`config.mk`:
```
export PLATFORM = sky130hd
export DESIGN_NAME = hs32_memarb
export DESIGN_NICKNAME = d
export VERILOG_FILES = /design/src/rtl/hs32_memarb.sv
export SDC_FILE = /design/constraint.sdc
export NUM_CORES = 1
export LEC_CHECK = 0
export BUFFER_PORTS_ARGS = -buffer_cell sky130_fd_sc_hd__clkbuf_2
export CAP_MARGIN = 20
export CORE_ASPECT_RATIO = 1.5
export CORE_MARGIN = 5
export CORE_UTILIZATION = 47
export CTS_CLUSTER_SIZE = 10
export DETAILED_ROUTE_END_ITERATION = 16
export GPL_TIMING_DRIVEN = 0
export PLACE_DENSITY = 0.85
export RECOVER_POWER = 50
export SKIP_LAST_GASP = 1
export SYNTH_ARGS = -nofsm -noshare
export SYNTH_HDL_FRONTEND = slang
export SYNTH_SLANG_ARGS = --single-unit
```
`constraint.sdc`:
```
create_clock -name clk -period 3.1 [get_ports clk]
set_input_delay 0.62 -clock clk [delete_from_list [all_inputs] [get_ports clk]]
set_output_delay 0.62 -clock clk [all_outputs]
set_load 0.1 [all_outputs]
```
`src/rtl/hs32_memarb.sv`:
```
// hs32_memarb: N-channel arbiter onto a single 32-bit memory bus.
// Fixed-priority or round-robin grant, optional BUSY timeout.
module hs32_memarb #(
    parameter int NCH     = 2,
    parameter int RR      = 0,
    parameter int TIMEOUT = 0
) (
    input  logic              clk,
    input  logic              reset,
    input  logic [NCH*32-1:0] addr_ch,
    input  logic [NCH*32-1:0] dtw_ch,
    input  logic [NCH-1:0]    rw_ch,
    input  logic [NCH-1:0]    req_ch,
    output logic [NCH-1:0]    ack_ch,
    output logic [31:0]       dtr,
    output logic              err,
    output logic [31:0]       addr,
    output logic              rw,
    output logic [31:0]       dout,
    output logic              valid,
    input  logic [31:0]       din,
    input  logic              done
);

    localparam int IW = $clog2(NCH);
    localparam int CW = (TIMEOUT > 0) ? $clog2(TIMEOUT + 1) : 1;

    typedef enum logic [1:0] {IDLE, BUSY, ACK} state_t;

    state_t          state, state_n;
    logic [IW-1:0]   last, last_n;
    logic [IW-1:0]   cur, cur_n;
    logic [CW-1:0]   cnt, cnt_n;
    logic [NCH-1:0]  ack_n;
    logic [31:0]     dtr_n, addr_n, dout_n;
    logic            err_n, rw_n, valid_n;

    logic [IW-1:0]   gnt;
    logic            hit;
    logic [4:0]      s;
    logic            expired;

    // Grant search: upward from last+1 in round-robin, from 0 otherwise.
    always_comb begin
        gnt = '0;
        hit = 1'b0;
        s   = '0;
        for (int k = 0; k < NCH; k++) begin
            if (RR != 0) s = 5'(last) + 5'(k) + 5'd1;
            else         s = 5'(k);
            if (s >= 5'(NCH)) s = s - 5'(NCH);
            if (!hit && req_ch[s[IW-1:0]]) begin
                hit = 1'b1;
                gnt = s[IW-1:0];
            end
        end
    end

    assign expired = (TIMEOUT > 0) && (cnt == CW'(TIMEOUT));

    // Next-state and next registered-output computation.
    always_comb begin
        state_n = state;
        last_n  = last;
        cur_n   = cur;
        cnt_n   = cnt;
        ack_n   = ack_ch;
        dtr_n   = dtr;
        err_n   = err;
        addr_n  = addr;
        rw_n    = rw;
        dout_n  = dout;
        valid_n = valid;
        case (state)
            IDLE: begin
                if (hit) begin
                    cur_n   = gnt;
                    last_n  = gnt;
                    addr_n  = addr_ch[32*gnt +: 32];
                    dout_n  = dtw_ch[32*gnt +: 32];
                    rw_n    = rw_ch[gnt];
                    valid_n = 1'b1;
                    cnt_n   = '0;
                    state_n = BUSY;
                end
            end
            BUSY: begin
                if (done) begin
                    if (!rw) dtr_n = din;
                    valid_n    = 1'b0;
                    ack_n      = '0;
                    ack_n[cur] = 1'b1;
                    err_n      = 1'b0;
                    state_n    = ACK;
                end else if (expired) begin
                    valid_n    = 1'b0;
                    ack_n      = '0;
                    ack_n[cur] = 1'b1;
                    err_n      = 1'b1;
                    state_n    = ACK;
                end else if (TIMEOUT > 0) begin
                    cnt_n = cnt + CW'(1);
                end
            end
            ACK: begin
                ack_n   = '0;
                err_n   = 1'b0;
                state_n = IDLE;
            end
            default: state_n = IDLE;
        endcase
    end

    // State and output registers with synchronous reset.
    always_ff @(posedge clk) begin
        if (reset) begin
            state  <= IDLE;
            last   <= IW'(NCH - 1);
            cur    <= '0;
            cnt    <= '0;
            ack_ch <= '0;
            dtr    <= '0;
            err    <= 1'b0;
            addr   <= '0;
            rw     <= 1'b0;
            dout   <= '0;
            valid  <= 1'b0;
        end else begin
            state  <= state_n;
            last   <= last_n;
            cur    <= cur_n;
            cnt    <= cnt_n;
            ack_ch <= ack_n;
            dtr    <= dtr_n;
            err    <= err_n;
            addr   <= addr_n;
            rw     <= rw_n;
            dout   <= dout_n;
            valid  <= valid_n;
        end
    end

endmodule

```
Word level (Yosys, flattened, before mapping)
Index checks and enable logic that the tools add are counted.
{"block": "word_totals", "regBits": 104, "inputBits": 167, "output_inout_bits": 101, "elab_cells": 46}
{"block": "op_classes", "magnitude_cmp": 3, "n_eq_ne": 4, "shift": 2, "mux": 16, "n_bitwise": 1, "n_reduce_logical": 11}
{"cell": "64-bit by 7-bit variable part select with 32-bit output", "count": 2}
{"cell": "1-bit 2-to-1 mux", "count": 8}
{"cell": "2-bit one-hot mux with 2 select lines", "count": 2}
{"cell": "2-bit 2-to-1 mux", "count": 3}
{"cell": "2-bit AND reduction", "count": 3}
{"cell": "3-bit AND reduction", "count": 2}
{"cell": "1-bit by 2-bit < comparator with 1-bit output (second input constant)", "count": 2}
{"cell": "2-bit inequality test (second input constant)", "count": 2}
{"cell": "1-bit one-hot mux with 2 select lines", "count": 2}
{"cell": "2-bit nonzero test", "count": 2}
{"cell": "2-bit by 1-bit equality test with 1-bit output (second input constant)", "count": 1}
{"cell": "2-bit equality test (second input constant)", "count": 1}
{"cell": "1-bit logical AND", "count": 2}
{"cell": "2-bit zero test", "count": 1}
{"cell": "1-bit demux with 1-bit select", "count": 1}
{"cell": "1-bit greater-or-equal comparator (second input constant)", "count": 1}
{"cell": "1-bit zero test", "count": 1}
{"cell": "1-bit inverter", "count": 1}

Logic depth before layout (Yosys ltp)
{"block": "depth", "depth_word": 6, "mapped_depth": 6}

Least setup slack after synthesis
Ideal clock, no wire load.
{"block": "synth_timing", "path_type": "reg2reg", "startpoint": "register rw", "endpoint": "register dtr[2]", "arrival_time_ns": 1.845, "required_time_ns": 3.029, "setup_slack_ns": 1.184, "stages_incl_launch_ff": 6, "synth_period_minus_slack_ns": 1.916, "cell_sequence": "dfxtp_1 -> nand4bb_1 -> clkbuf_1 -> clkbuf_1 -> nand2_1 -> a21oi_1"}
{"block": "synth_between", "elab_chain_len": 2}
{"item": "start, declared", "line": "18", "text": "output logic rw,"}
{"item": "start signal, assigned", "line": "137", "text": "rw <= rw_n;"}
{"item": "1-bit inverter (no line)"}
{"item": "3-bit AND reduction (no line)"}
{"item": "end signal, assigned", "line": "134", "text": "dtr <= dtr_n;"}
{"item": "end, declared", "line": "15", "text": "output logic [31:0] dtr,"}
Every way passes these cells.
A chain may end at the register's enable or synchronous reset.

Final worst setup path
{"block": "layout_timing", "startpoint": "register state[0]", "endpoint": "register addr[18]"}
{"block": "layout_between", "elab_chain_len": 2}
{"item": "start, declared", "line": "30", "text": "state_t state, state_n;"}
{"item": "start signal, assigned", "line": "129", "text": "state <= state_n;"}
{"item": "2-bit zero test", "line": "74", "text": "case (state)"}
{"item": "2-bit AND reduction (no line)"}
{"item": "end signal, assigned", "line": "136", "text": "addr <= addr_n;"}
{"item": "end, declared", "line": "17", "text": "output logic [31:0] addr,"}
Every way passes these cells.

==> results.cfg <==
[outcome]
status = completed

[sta]
final.period_utilization_pct = 74.3
worst_slack_ns = 0.795
holdWs_ns = 0.454
clock_skew_ns = 0.00874
finalSetupTns_ns = 0
slew_violations = 0
max_slew_margin_pct = 18.7
fmax_mhz = 434
tightest_slew_ns = 1.22
min_period_ns = 2.30
rsz0062_at_grt = no
setup_viol = 0
hold_viol_final = 0

[clock_tree]
clockBufferDepth = 2
clkTransAtPathRegs_ns = 0.07
cts_resized = 0
clk-insertion-delay-late_ns = 0.34
holdBufCountCts = 0
cts_buffers = 9
h-tree-depth = 3
cts_tree = built
root_buffer = clkbuf_16
cts_sinks = 103
postCtsSetupBuffers = 0

[synth]
synth_top_area_share_pct = 44.5
synth_cells = 543
netlist_area_um2 = 4630
netlist_top_cells_area = dfxtp_1 45%, a311oi_2 16%, nand2_1 16%
yosys.cell_types.count = 25
avgSynthCellArea_um2 = 8.53
synth_nets = 710
synth_largest_area_cell = dfxtp_1
yosys_register_bits = 103
ys_warn_count = 0
seq_area_frac_synth_pct = 44.5

[finish]
multi_input_area_um2 = 2250
final_cell_mix = 258 x clkbuf_2, 198 x nand2_1, 103 x dfxtp_1, 102 x a21oi_1, 49 x a311oi_2
regArea_um2 = 2060
fin_nets = 986
drive_gt1_share_pct = 42.0
n_antenna_cell = 0
fin_cells = 938
nFillCells = 865
area_growth_pct = 37.8
layout_commonest_cell = clkbuf_2

[grt]
gr-usage-all-layers_pct = 25.1
grt_max_degree = 18
grt_antenna_before_repair = 0
grt_pass1_vias = 5019
grt_pass1_wl_mm = 24.8
overflow = 0

[drt]
dr.first_iter.drc_count = 219
post_drt_via_cell_ratio = 5.37
drc = 0
via_count = 5036
final_antenna_net_count = 0
wl_mm = 15.6
dr.pass1.iters = 4
wire_per_inst_um = 16.7

[setup_path]
cp-end-kind = flop
arrival_ns = 2.56
cpMaxStageDelayCell = clkbuf_1
path_cells = clkbuf_1, nor2_1, clkbuf_1, buf_2, a21oi_1, a311oi_2
crit_path_frequent_cell = clkbuf_1
cp-start-kind = flop
cp_max_fo = 10
crit_required_ns = 3.35
max_stage_delay_ns = 0.55
crit_type = flop to flop

[floorplanning]
initial_core_util_pct = 47.8
placementRows = 44
coreArea_um2 = 9690
ioPinCount = 268
dieArea_um2 = 12000
die_h_um = 132
die_w_um = 91.1

[placement]
dpl_worst_slack_ns = 1.10
hpwl_mm = 12.1
gp_congestion = 0.869
port_buffers = 265
placed_cells = 923

[min_path]
min_path_type = flop to flop

[power_and_ir_drop]
power_switching_mw = 1.83
p_int_mw = 2.49
p_clk_share_pct = 28.2
p_sw_share_pct = 42.4
pwr-share-seq_pct = 35.0
p_total_mw = 4.32
leakage_nw = 2.89
power_density_nw_per_um2 = 677
p_comb_share_pct = 36.8
worst_ir_drop_vdd_v = 0.000420

[flow_run]
maxCapViolCount = 0
## sequential cells by signal, summed over array words and instances (netlist names)
signal and cells:
addr 32, dout 32, dtr 32, ack_ch 2, state 2, cur 1, rw 1, valid 1
## layer usage
metal | GRT usage [%] | share of wire (%) | vias to the layer above
met5 | 0 | 0 | -
met2 | 45.6 | 52 | 225
li1 | - | - | 2455
met3 | 6.86 | 8.5 | 41
met1 | 26.4 | 36 | 2315
met4 | 11.6 | 3.3 | 0
## cell usage after synthesis
cell,count
nand2_1,198
dfxtp_1,103
a21oi_1,102
a311oi_2,50
clkbuf_1,27
buf_2,16
a311oi_1,15
buf_4,7
buf_6,6
a31oi_1,2
buf_1,2
nor4bb_1,2
a211oi_1,1
and2_1,1
and2b_1,1
conb_1,1
nand2b_1,1
nand3_1,1
nand3b_1,1
nand4b_1,1
nand4bb_1,1
nor2_1,1
nor2_4,1
or2_0,1
or3b_2,1
## cells by family after synthesis
kind of cell    share of synthesized area [%]
simple gates                             18.3
buf+inv                                  6.67
compound gates                           30.5
other cells                            0.0809
flops                                    44.5
## power groups by stage
stage	registers, mW	clock network (mW)	logic, mW
floorplan	2.38	0	0.422
global placement	1.54	0	1.59
detailed placement	1.54	0	1.60
CTS	1.51	1.23	1.61
global route	1.53	1.29	1.66
finish	1.51	1.22	1.59
## cell type report
| type | count | area share [%] |
|---|---|---|
| Buffer | 58 | 4.64 |
| Clock buffer | 9 | 3.53 |
| Clock inverter | 6 | 1.45 |
| Multi-Input combinational cell | 382 | 35.2 |
| Sequential cell | 103 | 32.3 |
| Tap cell | 115 | 2.25 |
| Timing Repair Buffer | 265 | 20.6 |
## per-stage QoR
step                cell area, um^2  utilization, %
floorplan                      4630               -
global placement               6100            63.0
detailed placement             6100            63.0
CTS                            6420            66.3
global route                   6390            65.9
finish                         6390            65.9
## path summary, 6_finish.rpt
path | startpoint | endpoint | slack [ns] | cells past startpoint
worst max-delay path | state[0]$_SDFFE_PP0P_ | addr[18]$_SDFFE_PP0P_ | 0.80 | 6
worst min-delay path | dtr[24]$_SDFFE_PP0P_ | dtr[24]$_SDFFE_PP0P_ | 0.45 | 2
worst max register to register | state[0]$_SDFFE_PP0P_ | addr[18]$_SDFFE_PP0P_ | 0.80 | 6
worst min register to register | dtr[24]$_SDFFE_PP0P_ | dtr[24]$_SDFFE_PP0P_ | 0.45 | 2
## worst max-delay path: cells and delay by family (launching register included)
kind / cells / cell delay (ns)
simple gates: 1 / 0.45
flops: 1 / 0.31
compound gates: 2 / 0.37
buf+inv: 3 / 1.09
No activity file was read; power rests on OpenSTA's default activity.
